## src/rtl/ct_spsram_1024x32_ctrl.sv

```systemverilog
// Two-requester round-robin sequencer for the single-port 1024x32 SRAM wrapper.
// Define CT_SPSRAM_CTRL_INIT_EN to zero-fill (INIT_VALUE) the array after every reset.
module ct_spsram_1024x32_ctrl #(
  parameter int ADDR_WIDTH = 10,
  parameter int DATA_WIDTH = 32,
  parameter logic [DATA_WIDTH-1:0] INIT_VALUE = '0
) (
  input  logic                    CLK,
  input  logic                    RST,
  input  logic                    p0_req,
  input  logic                    p0_wr,
  input  logic [ADDR_WIDTH-1:0]   p0_addr,
  input  logic [DATA_WIDTH-1:0]   p0_wdata,
  input  logic [DATA_WIDTH/8-1:0] p0_wbe,
  input  logic                    p1_req,
  input  logic                    p1_wr,
  input  logic [ADDR_WIDTH-1:0]   p1_addr,
  input  logic [DATA_WIDTH-1:0]   p1_wdata,
  input  logic [DATA_WIDTH/8-1:0] p1_wbe,
  output logic                    p0_gnt,
  output logic                    p1_gnt,
  output logic                    p0_rvld,
  output logic                    p1_rvld,
  output logic [DATA_WIDTH-1:0]   rdata,
  output logic                    init_done,
  output logic [ADDR_WIDTH-1:0]   A,
  output logic                    CEN,
  output logic                    GWEN,
  output logic [DATA_WIDTH-1:0]   D,
  output logic [DATA_WIDTH-1:0]   WEN,
  input  logic [DATA_WIDTH-1:0]   Q
);

  localparam int BE_WIDTH = DATA_WIDTH / 8;

  typedef enum logic {ST_INIT = 1'b0, ST_RUN = 1'b1} state_t;

  state_t                state_reg, state_next;
  logic                  rr_last_reg, rr_last_next;
  logic                  p0_rvld_reg, p1_rvld_reg;
  logic                  run_active;
  logic                  sel_wr;
  logic [BE_WIDTH-1:0]   sel_wbe;
  logic [DATA_WIDTH-1:0] byte_wen;
`ifdef CT_SPSRAM_CTRL_INIT_EN
  logic [ADDR_WIDTH-1:0] cnt_reg, cnt_next;
`endif

  // Grants are masked while RST is high so nothing issues in the reset cycle.
  assign run_active = (state_reg == ST_RUN) && !RST;
  assign p0_gnt     = run_active && p0_req && (!p1_req || rr_last_reg);
  assign p1_gnt     = run_active && p1_req && (!p0_req || !rr_last_reg);
  assign sel_wr     = p1_gnt ? p1_wr  : p0_wr;
  assign sel_wbe    = p1_gnt ? p1_wbe : p0_wbe;
  assign init_done  = run_active;
  assign p0_rvld    = p0_rvld_reg;
  assign p1_rvld    = p1_rvld_reg;
  assign rdata      = Q;

  genvar gi;
  generate
    for (gi = 0; gi < BE_WIDTH; gi++) begin : g_byte_wen
      assign byte_wen[8*gi +: 8] = {8{~sel_wbe[gi]}};
    end
  endgenerate

  always_comb begin
    state_next   = state_reg;
    rr_last_next = rr_last_reg;
    A            = p1_gnt ? p1_addr  : p0_addr;
    D            = p1_gnt ? p1_wdata : p0_wdata;
    CEN          = 1'b1;
    GWEN         = 1'b1;
    WEN          = '1;
`ifdef CT_SPSRAM_CTRL_INIT_EN
    cnt_next     = cnt_reg;
`endif
    if (p0_gnt || p1_gnt) begin
      CEN          = 1'b0;
      GWEN         = !sel_wr;
      WEN          = sel_wr ? byte_wen : '1;
      rr_last_next = p1_gnt;
    end
`ifdef CT_SPSRAM_CTRL_INIT_EN
    if (state_reg == ST_INIT) begin
      A        = cnt_reg;
      D        = INIT_VALUE;
      CEN      = 1'b0;
      GWEN     = 1'b0;
      WEN      = '0;
      cnt_next = cnt_reg + 1'b1;
      if (cnt_reg == '1) begin
        state_next = ST_RUN;
      end
    end
`else
    state_next = ST_RUN;
`endif
  end

  always_ff @(posedge CLK) begin
    if (RST) begin
`ifdef CT_SPSRAM_CTRL_INIT_EN
      state_reg <= ST_INIT;
      cnt_reg   <= '0;
`else
      state_reg <= ST_RUN;
`endif
      rr_last_reg <= 1'b1;
      p0_rvld_reg <= 1'b0;
      p1_rvld_reg <= 1'b0;
    end else begin
      state_reg   <= state_next;
`ifdef CT_SPSRAM_CTRL_INIT_EN
      cnt_reg     <= cnt_next;
`endif
      rr_last_reg <= rr_last_next;
      p0_rvld_reg <= p0_gnt && !p0_wr;
      p1_rvld_reg <= p1_gnt && !p1_wr;
    end
  end

endmodule

```

## config.mk

```make
export PLATFORM = sky130hd
export DESIGN_NAME = ct_spsram_1024x32_ctrl
export DESIGN_NICKNAME = d
export VERILOG_FILES = /design/src/rtl/ct_spsram_1024x32_ctrl.sv
export SDC_FILE = /design/constraint.sdc
export NUM_CORES = 1
export LEC_CHECK = 0
export CORE_AREA = 4 4 91 93
export DETAILED_ROUTE_END_ITERATION = 8
export DIE_AREA = 0 0 95 97
export HOLD_SLACK_MARGIN = 0.05
export PLACE_DENSITY = 0.73
export SETUP_SLACK_MARGIN = 0.1
export SYNTH_ARGS = -nofsm -noshare
export SYNTH_HDL_FRONTEND = slang
export SYNTH_SLANG_ARGS = --single-unit
```

## constraint.sdc

```tcl
create_clock -name CLK -period 2.5 [get_ports CLK]
set_input_delay 0.5 -clock CLK [delete_from_list [all_inputs] [get_ports CLK]]
set_output_delay 0.5 -clock CLK [all_outputs]
set_load 0.02 [all_outputs]
```

==> impl_metrics.py, run 1 <==
metrics = {
    "logic_synthesis": {
        "synthesis.nets": 267,
        "syn-instance-count": 137,
        "synth-seq-cells": 3,
        "yosys-top-cells-area": "mux2_4 (42%), buf_4 (32%), buf_12 (5.7%), dfxtp_1 (4.3%), mux2_2 (2.4%)",
        "yosys.area.top_type": "mux2_4",
        "netlist.area_leader.share_pct": 41.7,
        "yosys_warnings": 0,
        "ys_types": 19,
        "netlist_area_sq_um": 1400,
        "yosysSeqAreaShare_pct": 4.28,
        "postSynthAreaPerCell_sq_um": 10.2,
    },
    "layout": {
        "antennaDiodeCount": 0,
        "area_growth_pct": 106,
        "seq_area_sq_um": 60.1,
        "multi_input_area_sq_um": 806,
        "nNetsFinal": 405,
        "fill_cells": 783,
        "final_cells": 376,
        "final_layout_size_suffix_gt1_share_pct": 52.9,
    },
    "worst_setup_path": {
        "cp_cell_sequence": "clkdlybuf4s15_2 > a21bo_4 > nor2_8 > buf_12 > buf_8 > mux2_2 > buf_4",
        "slowest_stage": "mux2_2",
        "worst_path_largest_cell_delay_ns": 0.34,
        "start_kind": "input pin",
        "endpoint_kind": "output port",
        "reg2reg_depth": 3,
        "crit_arrival_ns": 1.85,
        "critical_path_class": "input pin to output port",
        "r2r_slack_ns": 1.66,
        "regToRegStartpoint": "rr_last_reg",
        "required_ns": 2.00,
        "rr_endpoint": "p0_rvld",
        "crit_fanout": 6,
    },
    "power": {
        "clockPowerShare_pct": 19.0,
        "ir_worst_vdd_mv": 0.140,
        "internal_power_uw": 485,
        "p_leak_uw": 0.00131,
        "pwr_density_cell_nw_per_um2": 255,
        "p_sw_uw": 253,
        "power_frac_seq_pct": 7.1,
        "swShare_pct": 34.3,
        "power_frac_comb_pct": 73.9,
    },
    "detailed_routing": {
        "dr.pass1.iters": 4,
        "drc": 0,
        "num_vias": 1464,
        "ant_nets": 0,
        "drtIter0Drc": 15,
        "wirelength_mm": 5.93,
        "via_per_inst": 3.89,
        "routedWlPerCell_um": 15.8,
    },
    "floorplanning": {
        "die_h_um": 97,
        "initial_core_util_pct": 18.7,
        "io_pins": 243,
        "fp.dieW_um": 95,
        "core_sq_um": 7530,
        "die_area_sq_um": 9220,
        "rows": 32,
    },
    "timing": {
        "rsz0062_at_grt": "false",
        "setup_viol": 0,
        "hold_violations": 0,
        "fin_hold_ws_ns": 0.552,
        "maxSlewHeadroom_pct": 79.9,
        "period_minus_slack_ns": 2.35,
        "finalCritPeriodShare_pct": 93.8,
        "slew_violations": 0,
        "skew_ns": 0.00206,
        "worst_slew_pin_slew_ns": 0.301,
        "timing.fmax_mhz": 426,
    },
    "worst_hold_path": {
        "holdCritStartpoint": "rr_last_reg",
        "holdPathStages": 3,
        "hold_class": "register to register",
        "whs_endpoint": "rr_last_reg",
    },
    "clock_tree": {
        "cts_root_buf": "clkbuf_8",
        "clk_pin_slew_ns": 0.03,
        "cts_tree": "yes",
        "clkLatencyLatePin_ns": 0.21,
        "cts_hold_buf": 0,
        "cts.sinks": 3,
        "numCtsBuffers": 3,
        "h-tree-depth": 1,
        "clockBufferDepth": 2,
    },
    "global_routing": {
        "grt_max_degree": 14,
        "overflow": 0,
        "grt_pass1_vias": 1584,
        "grt_pass1_wl_mm": 8.49,
        "track_usage_pct": 11.8,
        "antenna_found_initial": 0,
    },
    "run": {
        "maxCapViolations": 0,
    },
    "placed_design": {
        "port_buffers": 178,
        "dpl.cell_count": 363,
        "dp.final_hpwl_mm": 5.01,
        "gp_congestion": 0.721,
    },
    "run_status": {
        "status": "complete, no violations",
    },
}
[layout make-up]
class                           count  share of cell area [%]
Tap cell                          102                    4.41
Clock buffer                        4                    1.56
Sequential cell                     3                    2.08
Inverter                            1                   0.130
Multi-Input combinational cell     68                    27.9
Timing Repair Buffer              198                    64.0
[per-stage QoR]
step / setup slack, ns / TNS (ns) / cell area, sq um / total power [uW] / utilization (%)
CTS: 0.0967 / 0 / 2900 / 753 / 38.6
finish: 0.154 / 0 / 2890 / 739 / 38.4
global placement: -0.615 / -42.55 / 2870 / 629 / 38.2
floorplan: 0.136 / 0 / 1400 / 409 / -
detailed placement: -0.722 / -46.86 / 2870 / 635 / 38.2
global route: 0.103 / 0 / 2890 / 780 / 38.4
[what timing repair did]
item                       CTS  global route
buffers inserted             7             0
gates cloned                 2             0
setup endpoints to repair   79            36
pin swaps                    6             1
resized for setup          283             3
[cell usage after synthesis]
cell type,count
a21bo_4,1
a21boi_0,4
a21boi_1,1
a32o_1,1
and3_1,4
buf_12,4
buf_2,1
buf_4,60
dfxtp_1,3
inv_1,1
mux2_2,3
mux2_4,39
nand2_1,4
nor2_1,1
nor2_8,1
nor3_1,2
o211ai_1,4
o21ai_0,2
or2b_1,1
[layer usage]
layer	up-vias	routed length, um	global-route usage (%)
met2	122	2860	21.2
met3	10	906	6.22
met4	0	106	3.66
li1	687	-	-
met1	645	2060	11.4
met5	-	0	0
[cell usage in the layout, fill, tap and decap left out]
master	synthesis	routed
nor2_8	1	1
clkbuf_1	0	1
a21bo_4	1	1
buf_8	0	1
buf_16	0	1
buf_2	1	41
inv_2	0	1
o21ai_0	2	2
clkdlybuf4s50_1	0	99
clkbuf_8	0	3
bufbuf_16	0	1
and3_1	4	4
or2b_1	1	1
buf_4	60	14
nor2_1	1	1
nand2_1	4	4
a21boi_0	4	4
mux2_2	3	3
o211ai_1	4	4
dfxtp_1	3	3
a32o_2	0	1
buf_12	4	3
clkdlybuf4s15_2	0	32
clkbuf_2	0	1
dlygate4sd2_1	0	3
a21boi_1	1	1
nor3_1	2	2
buf_6	0	2
mux2_4	39	39
[worst max path at each step]
stage | startpoint | end | slack (ns) | cells past startpoint
CTS | p1_req | WEN[20] | 0.1 | 7
global placement | p1_req | WEN[18] | -0.62 | 6
global route | p0_req | A[0] | 0.10 | 7
finish | p0_req | A[0] | 0.15 | 7
floorplan | p1_req | WEN[10] | 0.14 | 4
detailed placement | p0_req | WEN[20] | -0.72 | 6
[worst max-delay path, delay by kind of cell]
| family | cells | cell delay [ns] |
|---|---|---|
| buffers and inverters | 4 | 0.64 |
| multiplexers | 1 | 0.34 |
| AO/OA/AOI/OAI | 1 | 0.24 |
| AND/OR/NAND/NOR | 1 | 0.12 |
[cells by family (layout without fill, tap and decap cells)]
kind of cell | after synthesis | in the layout | synth area share (%)
compound gates | 13 | 13 | 7.40
buf+inv | 66 | 203 | 38.4
simple gates | 13 | 13 | 5.79
flops | 3 | 3 | 4.28
mux | 42 | 42 | 44.1
[power by group through the flow]
| stage | Clock, uW | Sequential [uW] | Combinational [uW] |
|---|---|---|---|
| 2_1_floorplan | 0 | 54.3 | 355 |
| 3_3_place_gp | 0 | 53.0 | 576 |
| 3_5_place_dp | 0 | 53.1 | 582 |
| 4_1_cts | 146 | 52.5 | 555 |
| 5_1_grt | 151 | 52.8 | 576 |
| 6_report | 140 | 52.5 | 546 |
(Power assumes the default switching activity.)
==> run 2, diff against run 1 <==
Settings changed: CORE_AREA 4 4 91 93 to default, CORE_MARGIN from default to 4, CORE_UTILIZATION from default to 19, DIE_AREA 0 0 95 97 to default, PLACE_DENSITY 0.73 to 0.77.
Clock period 2.5 ns to 1.9 ns, I/O delays scaled along.
==> impl_metrics.py, run 2 (synthesis gave the netlist of run 1 again) <==
metrics = {
    "power": {
        "ir_worst_vdd_mv": 0.217,
        "pwr_density_cell_nw_per_um2": 330,
        "p_leak_uw": 0.00160,
    },
    "worst_setup_path": {
        "crit_buf_inv": 4,
        "crit_fanout": 8,
        "start_kind": "register",
        "reg2reg_depth": 4,
        "worst_path_largest_cell_delay_ns": 0.35,
        "r2r_slack_ns": 0.99,
        "endpoint_kind": "output port",
        "rr_endpoint": "p0_rvld",
        "crit_start": "rr_last_reg",
        "endpoint": "D[19]",
        "regToRegStartpoint": "rr_last_reg",
        "cp_cell_sequence": "a21bo_4 > nor2_8 > buf_4 > buf_6 > buf_6 > mux2_4 > buf_6",
        "cp_num_cells": 7,
        "path_common_cell": "buf_6",
        "slowest_stage": "dfxtp_4",
        "critical_path_class": "register to output port",
        "critPathTopFamily": "buffers and inverters",
        "required_ns": 1.52,
        "crit_arrival_ns": 1.73,
    },
    "clock_tree": {
        "cts.sinks": 3,
        "cts_tree": "yes",
        "h-tree-depth": 1,
        "clkLatencyLatePin_ns": 0.21,
        "clockBufferDepth": 2,
        "cts_hold_buf": 0,
        "cts_root_buf": "clkbuf_8",
        "numCtsBuffers": 3,
        "clk_pin_slew_ns": 0.03,
    },
    "layout": {
        "fill_cells": 672,
        "nNetsFinal": 436,
        "fin_util_pct": 48.0,
        "layout_common_cells": "clkdlybuf4s50_1 (94), buf_6 (89), mux2_4 (39), buf_4 (16), buf_2 (10)",
        "area_growth_pct": 146,
        "antennaDiodeCount": 0,
        "final_layout_size_suffix_gt1_share_pct": 59.3,
        "final_common_cell": "clkdlybuf4s50_1",
    },
    "timing": {
        "fin_ws_ns": -0.205,
        "timing.fmax_mhz": 475,
        "skew_ns": 0.00323,
        "maxSlewHeadroom_pct": 81.6,
        "finalCritPeriodShare_pct": 111,
        "tns_ns": -8.08,
        "period_minus_slack_ns": 2.11,
        "rsz0062_at_grt": "true",
        "worst_slew_pin_slew_ns": 0.275,
        "hold_violations": 0,
        "slew_violations": 0,
        "setup_viol": 64,
    },
    "placed_design": {
        "port_buffers": 178,
        "gp_congestion": 0.750,
        "dp.final_hpwl_mm": 4.72,
    },
    "floorplanning": {
        "rows": 31,
        "die_area_sq_um": 8830,
        "io_pins": 243,
        "fp.dieW_um": 94.0,
        "die_h_um": 94.0,
        "initial_core_util_pct": 19.5,
        "core_sq_um": 7210,
    },
    "global_routing": {
        "grt_max_degree": 14,
        "antenna_found_initial": 0,
        "overflow": 0,
        "grt_pass1_wl_mm": 8.45,
        "track_usage_pct": 11.8,
        "grt_pass1_vias": 1644,
    },
    "detailed_routing": {
        "wirelength_mm": 6.05,
        "dr.pass1.iters": 3,
        "via_per_inst": 3.95,
        "drtIter0Drc": 26,
        "ant_nets": 0,
        "drc": 0,
        "routedWlPerCell_um": 15.0,
        "num_vias": 1594,
    },
    "run_status": {
        "status": "finished, violations left",
        "violations": "negative setup slack",
    },
    "worst_hold_path": {
        "hold_class": "input pin to register",
    },
    "run": {
        "maxCapViolations": 0,
    },
}
==> run 2: final cells by class <==
type,instances,area (sq um),area share (%)
multi-input combinational,69,828,23.9
sequential,3,63.8,1.84
tap,99,124,3.58
inverter,1,3.75,0.108
timing repair buffer,228,2390,69.2
clock buffer,4,45.0,1.30
==> run 2: per-layer routing <==
metal,track usage (%),wire [um]
met1,12.4,2080
met3,4.81,814
met5,0,0
met4,1.20,8
met2,22.5,3140
==> run 2: power breakdown <==
| group | internal [uW] | total [uW] | switching (uW) |
|---|---|---|---|
| Combinational | 562 | 889 | 328 |
| Sequential | 66.4 | 68.8 | 2.43 |
| Clock | 143 | 184 | 40.9 |
==> run 2: worst min path at each step <==
stage                           start           to  slack [ns]  cells past startpoint
after CTS                      p1_req  rr_last_reg        0.49                      3
after global routing            p0_wr      p0_rvld        0.50                      2
after floorplan                 p0_wr      p0_rvld        0.46                      1
after global placement    rr_last_reg  rr_last_reg        0.56                      3
after detailed placement  rr_last_reg  rr_last_reg        0.61                      3
final                          p1_req  rr_last_reg        0.48                      3
==> run 2: what timing repair did <==
item,CTS,global route
resized for setup,456,38
setup buffers,28,7
setup endpoints to repair,79,78
pin swaps,8,6
gates cloned,3,0
==> run 2: per-stage QoR <==
stage / instances / setup slack [ns] / hold slack, ns / power [uW] / cell area, sq um
2_1_floorplan: 137 / -0.0638 / 0.457 / 543 / 1420
3_3_place_gp: 362 / -0.965 / 0.564 / 831 / 2900
3_5_place_dp: 362 / -1.03 / 0.613 / 837 / 2900
4_1_cts: 397 / -0.288 / 0.494 / 1110 / 3290
5_1_grt: 404 / -0.261 / 0.501 / 1200 / 3460
6_report: 404 / -0.205 / 0.484 / 1140 / 3460
==> run 2: worst reg2reg max path, cell delays in order (launching register included) <==
cell and delay [ns]:
dfxtp_4 0.35, or2b_1 0.23, nand2_1 0.09, buf_4 0.11
nor3_1 0.03
==> run 3, diff against run 2 <==
Settings changed: CORE_AREA from default to 2 2 95 97, CORE_MARGIN 4 to default, CORE_UTILIZATION 19 to default, DIE_AREA from default to 0 0 97 99, PLACE_DENSITY 0.77 to 0.68.
Clock period 1.9 ns to 1.8 ns, I/O delays scaled along.
==> impl_metrics.py, run 3 (synthesis gave the netlist of run 1 again) <==
metrics = {
    "worst_setup_path": {
        "cp_cell_sequence": "a21bo_4 > nor2_8 > buf_12 > buf_12 > buf_16 > mux2_4 > buf_6",
        "path_common_cell": "buf_12",
        "required_ns": 1.44,
        "crit_arrival_ns": 1.67,
        "endpoint_kind": "output port",
        "slowest_stage": "dfxtp_2",
        "worst_path_largest_cell_delay_ns": 0.32,
        "start_kind": "register",
        "critical_path_class": "register to output port",
        "crit_fanout": 6,
    },
    "power": {
        "p_leak_uw": 0.00155,
        "power_uw": 1190,
        "ir_worst_vdd_mv": 0.153,
        "pwr_density_cell_nw_per_um2": 352,
    },
    "worst_hold_path": {
        "hold_class": "input pin to register",
    },
    "floorplanning": {
        "fp.dieW_um": 97,
        "initial_core_util_pct": 16.4,
        "io_pins": 243,
        "die_area_sq_um": 9600,
        "core_sq_um": 8550,
        "die_h_um": 99,
        "rows": 34,
    },
    "clock_tree": {
        "clk_pin_slew_ns": 0.03,
        "cts_tree": "yes",
        "h-tree-depth": 1,
        "cts_hold_buf": 0,
        "numCtsBuffers": 3,
        "cts.sinks": 3,
        "cts_root_buf": "clkbuf_8",
        "clockBufferDepth": 2,
        "clkLatencyLatePin_ns": 0.21,
    },
    "placed_design": {
        "gp_congestion": 0.791,
        "port_buffers": 178,
        "dpl.cell_count": 373,
        "dp.final_hpwl_mm": 4.35,
    },
    "detailed_routing": {
        "ant_nets": 0,
        "wirelength_mm": 5.81,
        "routedWlPerCell_um": 14.1,
        "dr.pass1.iters": 3,
        "drtIter0Drc": 6,
        "via_per_inst": 3.90,
        "drc": 0,
        "num_vias": 1612,
    },
    "global_routing": {
        "antenna_found_initial": 0,
        "grt_pass1_vias": 1662,
        "grt_pass1_wl_mm": 8.40,
        "overflow": 0,
        "track_usage_pct": 10.7,
        "grt_max_degree": 13,
    },
    "timing": {
        "fin_hold_ws_ns": 0.447,
        "skew_ns": 0.000401,
        "period_minus_slack_ns": 2.03,
        "setup_viol": 75,
        "tns_ns": -13.78,
        "slew_violations": 0,
        "hold_violations": 0,
        "timing.fmax_mhz": 493,
        "maxSlewHeadroom_pct": 84.9,
        "rsz0062_at_grt": "true",
        "fin_ws_ns": -0.228,
        "finalCritPeriodShare_pct": 113,
        "worst_slew_pin_slew_ns": 0.226,
    },
    "layout": {
        "antennaDiodeCount": 0,
        "final_layout_size_suffix_gt1_share_pct": 59.7,
        "final_common_cell": "clkdlybuf4s50_1",
        "final_cells": 413,
        "nNetsFinal": 436,
        "area_growth_pct": 140,
        "fill_cells": 847,
        "layout_common_cells": "clkdlybuf4s50_1 (96), buf_6 (57), buf_4 (50), mux2_4 (41), buf_2 (11)",
    },
    "run": {
        "maxCapViolations": 0,
    },
    "run_status": {
        "violations": "negative setup slack",
        "status": "finished, violations left",
    },
}
-- run 3: cell types whose count changed in the layout (fill, tap and decap cells not counted), sizes merged --
cell | before | now
buf | 127 | 128
clkbuf | 6 | 5
clkdlybuf4s50 | 94 | 96
dlygate4sd2 | 5 | 3
-- run 3: layout make-up --
| cell class | instances | area (sq um) | share of cell area (%) |
|---|---|---|---|
| clock buffers | 4 | 45.0 | 1.33 |
| flip-flops and latches | 3 | 61.3 | 1.82 |
| well taps | 108 | 135 | 4.00 |
| inverters | 1 | 3.75 | 0.111 |
| repair buffers | 228 | 2280 | 67.7 |
| multi-input cells | 69 | 846 | 25.1 |
-- run 3: what timing repair did --
action	in CTS	in global routing
cloned	5	0
buffers inserted	25	6
pin swaps	8	6
hold endpoints to repair	0	0
gates resized for setup	453	6
setup endpoints to repair	79	78
-- run 3: stage by stage --
stage	setup WS, ns	utilization, %	instance area [sq um]
2_1_floorplan	-0.124	-	1420
3_3_place_gp	-1.01	34.2	2920
3_5_place_dp	-1.10	34.2	2920
4_1_cts	-0.277	38.8	3320
5_1_grt	-0.285	39.5	3380
6_report	-0.228	39.5	3380
-- run 3: critical path, delay by kind of cell, from the launching register on --
| kind | cells | cell delay (ns) |
|---|---|---|
| mux | 1 | 0.30 |
| buf+inv | 4 | 0.48 |
| flops | 1 | 0.32 |
| compound gates | 1 | 0.23 |
| simple gates | 1 | 0.11 |
-- run 3: path summary, 6_finish.rpt --
path | from | end | slack [ns] | cells after the start
max reg2reg | rr_last_reg | p0_rvld | 0.90 | 4
max | rr_last_reg | D[21] | -0.23 | 7
min reg2reg | rr_last_reg | rr_last_reg | 0.52 | 2
min | p1_req | rr_last_reg | 0.45 | 3
-- run 3: metal layers --
layer,wire length (um),vias up,GRT usage [%]
met5,0,-,0
met4,74,0,3.14
met2,3040,120,20.6
met3,592,8,3.48
met1,2100,732,11.1
li1,-,752,-
-- run 3: power by group --
| part | leakage, uW | internal [uW] | switching, uW |
|---|---|---|---|
| sequential | 0.0000244 | 70.7 | 2.42 |
| combinational | 0.00150 | 579 | 342 |
| clock | 0.0000228 | 151 | 42.4 |
| total | 0.00155 | 800 | 387 |
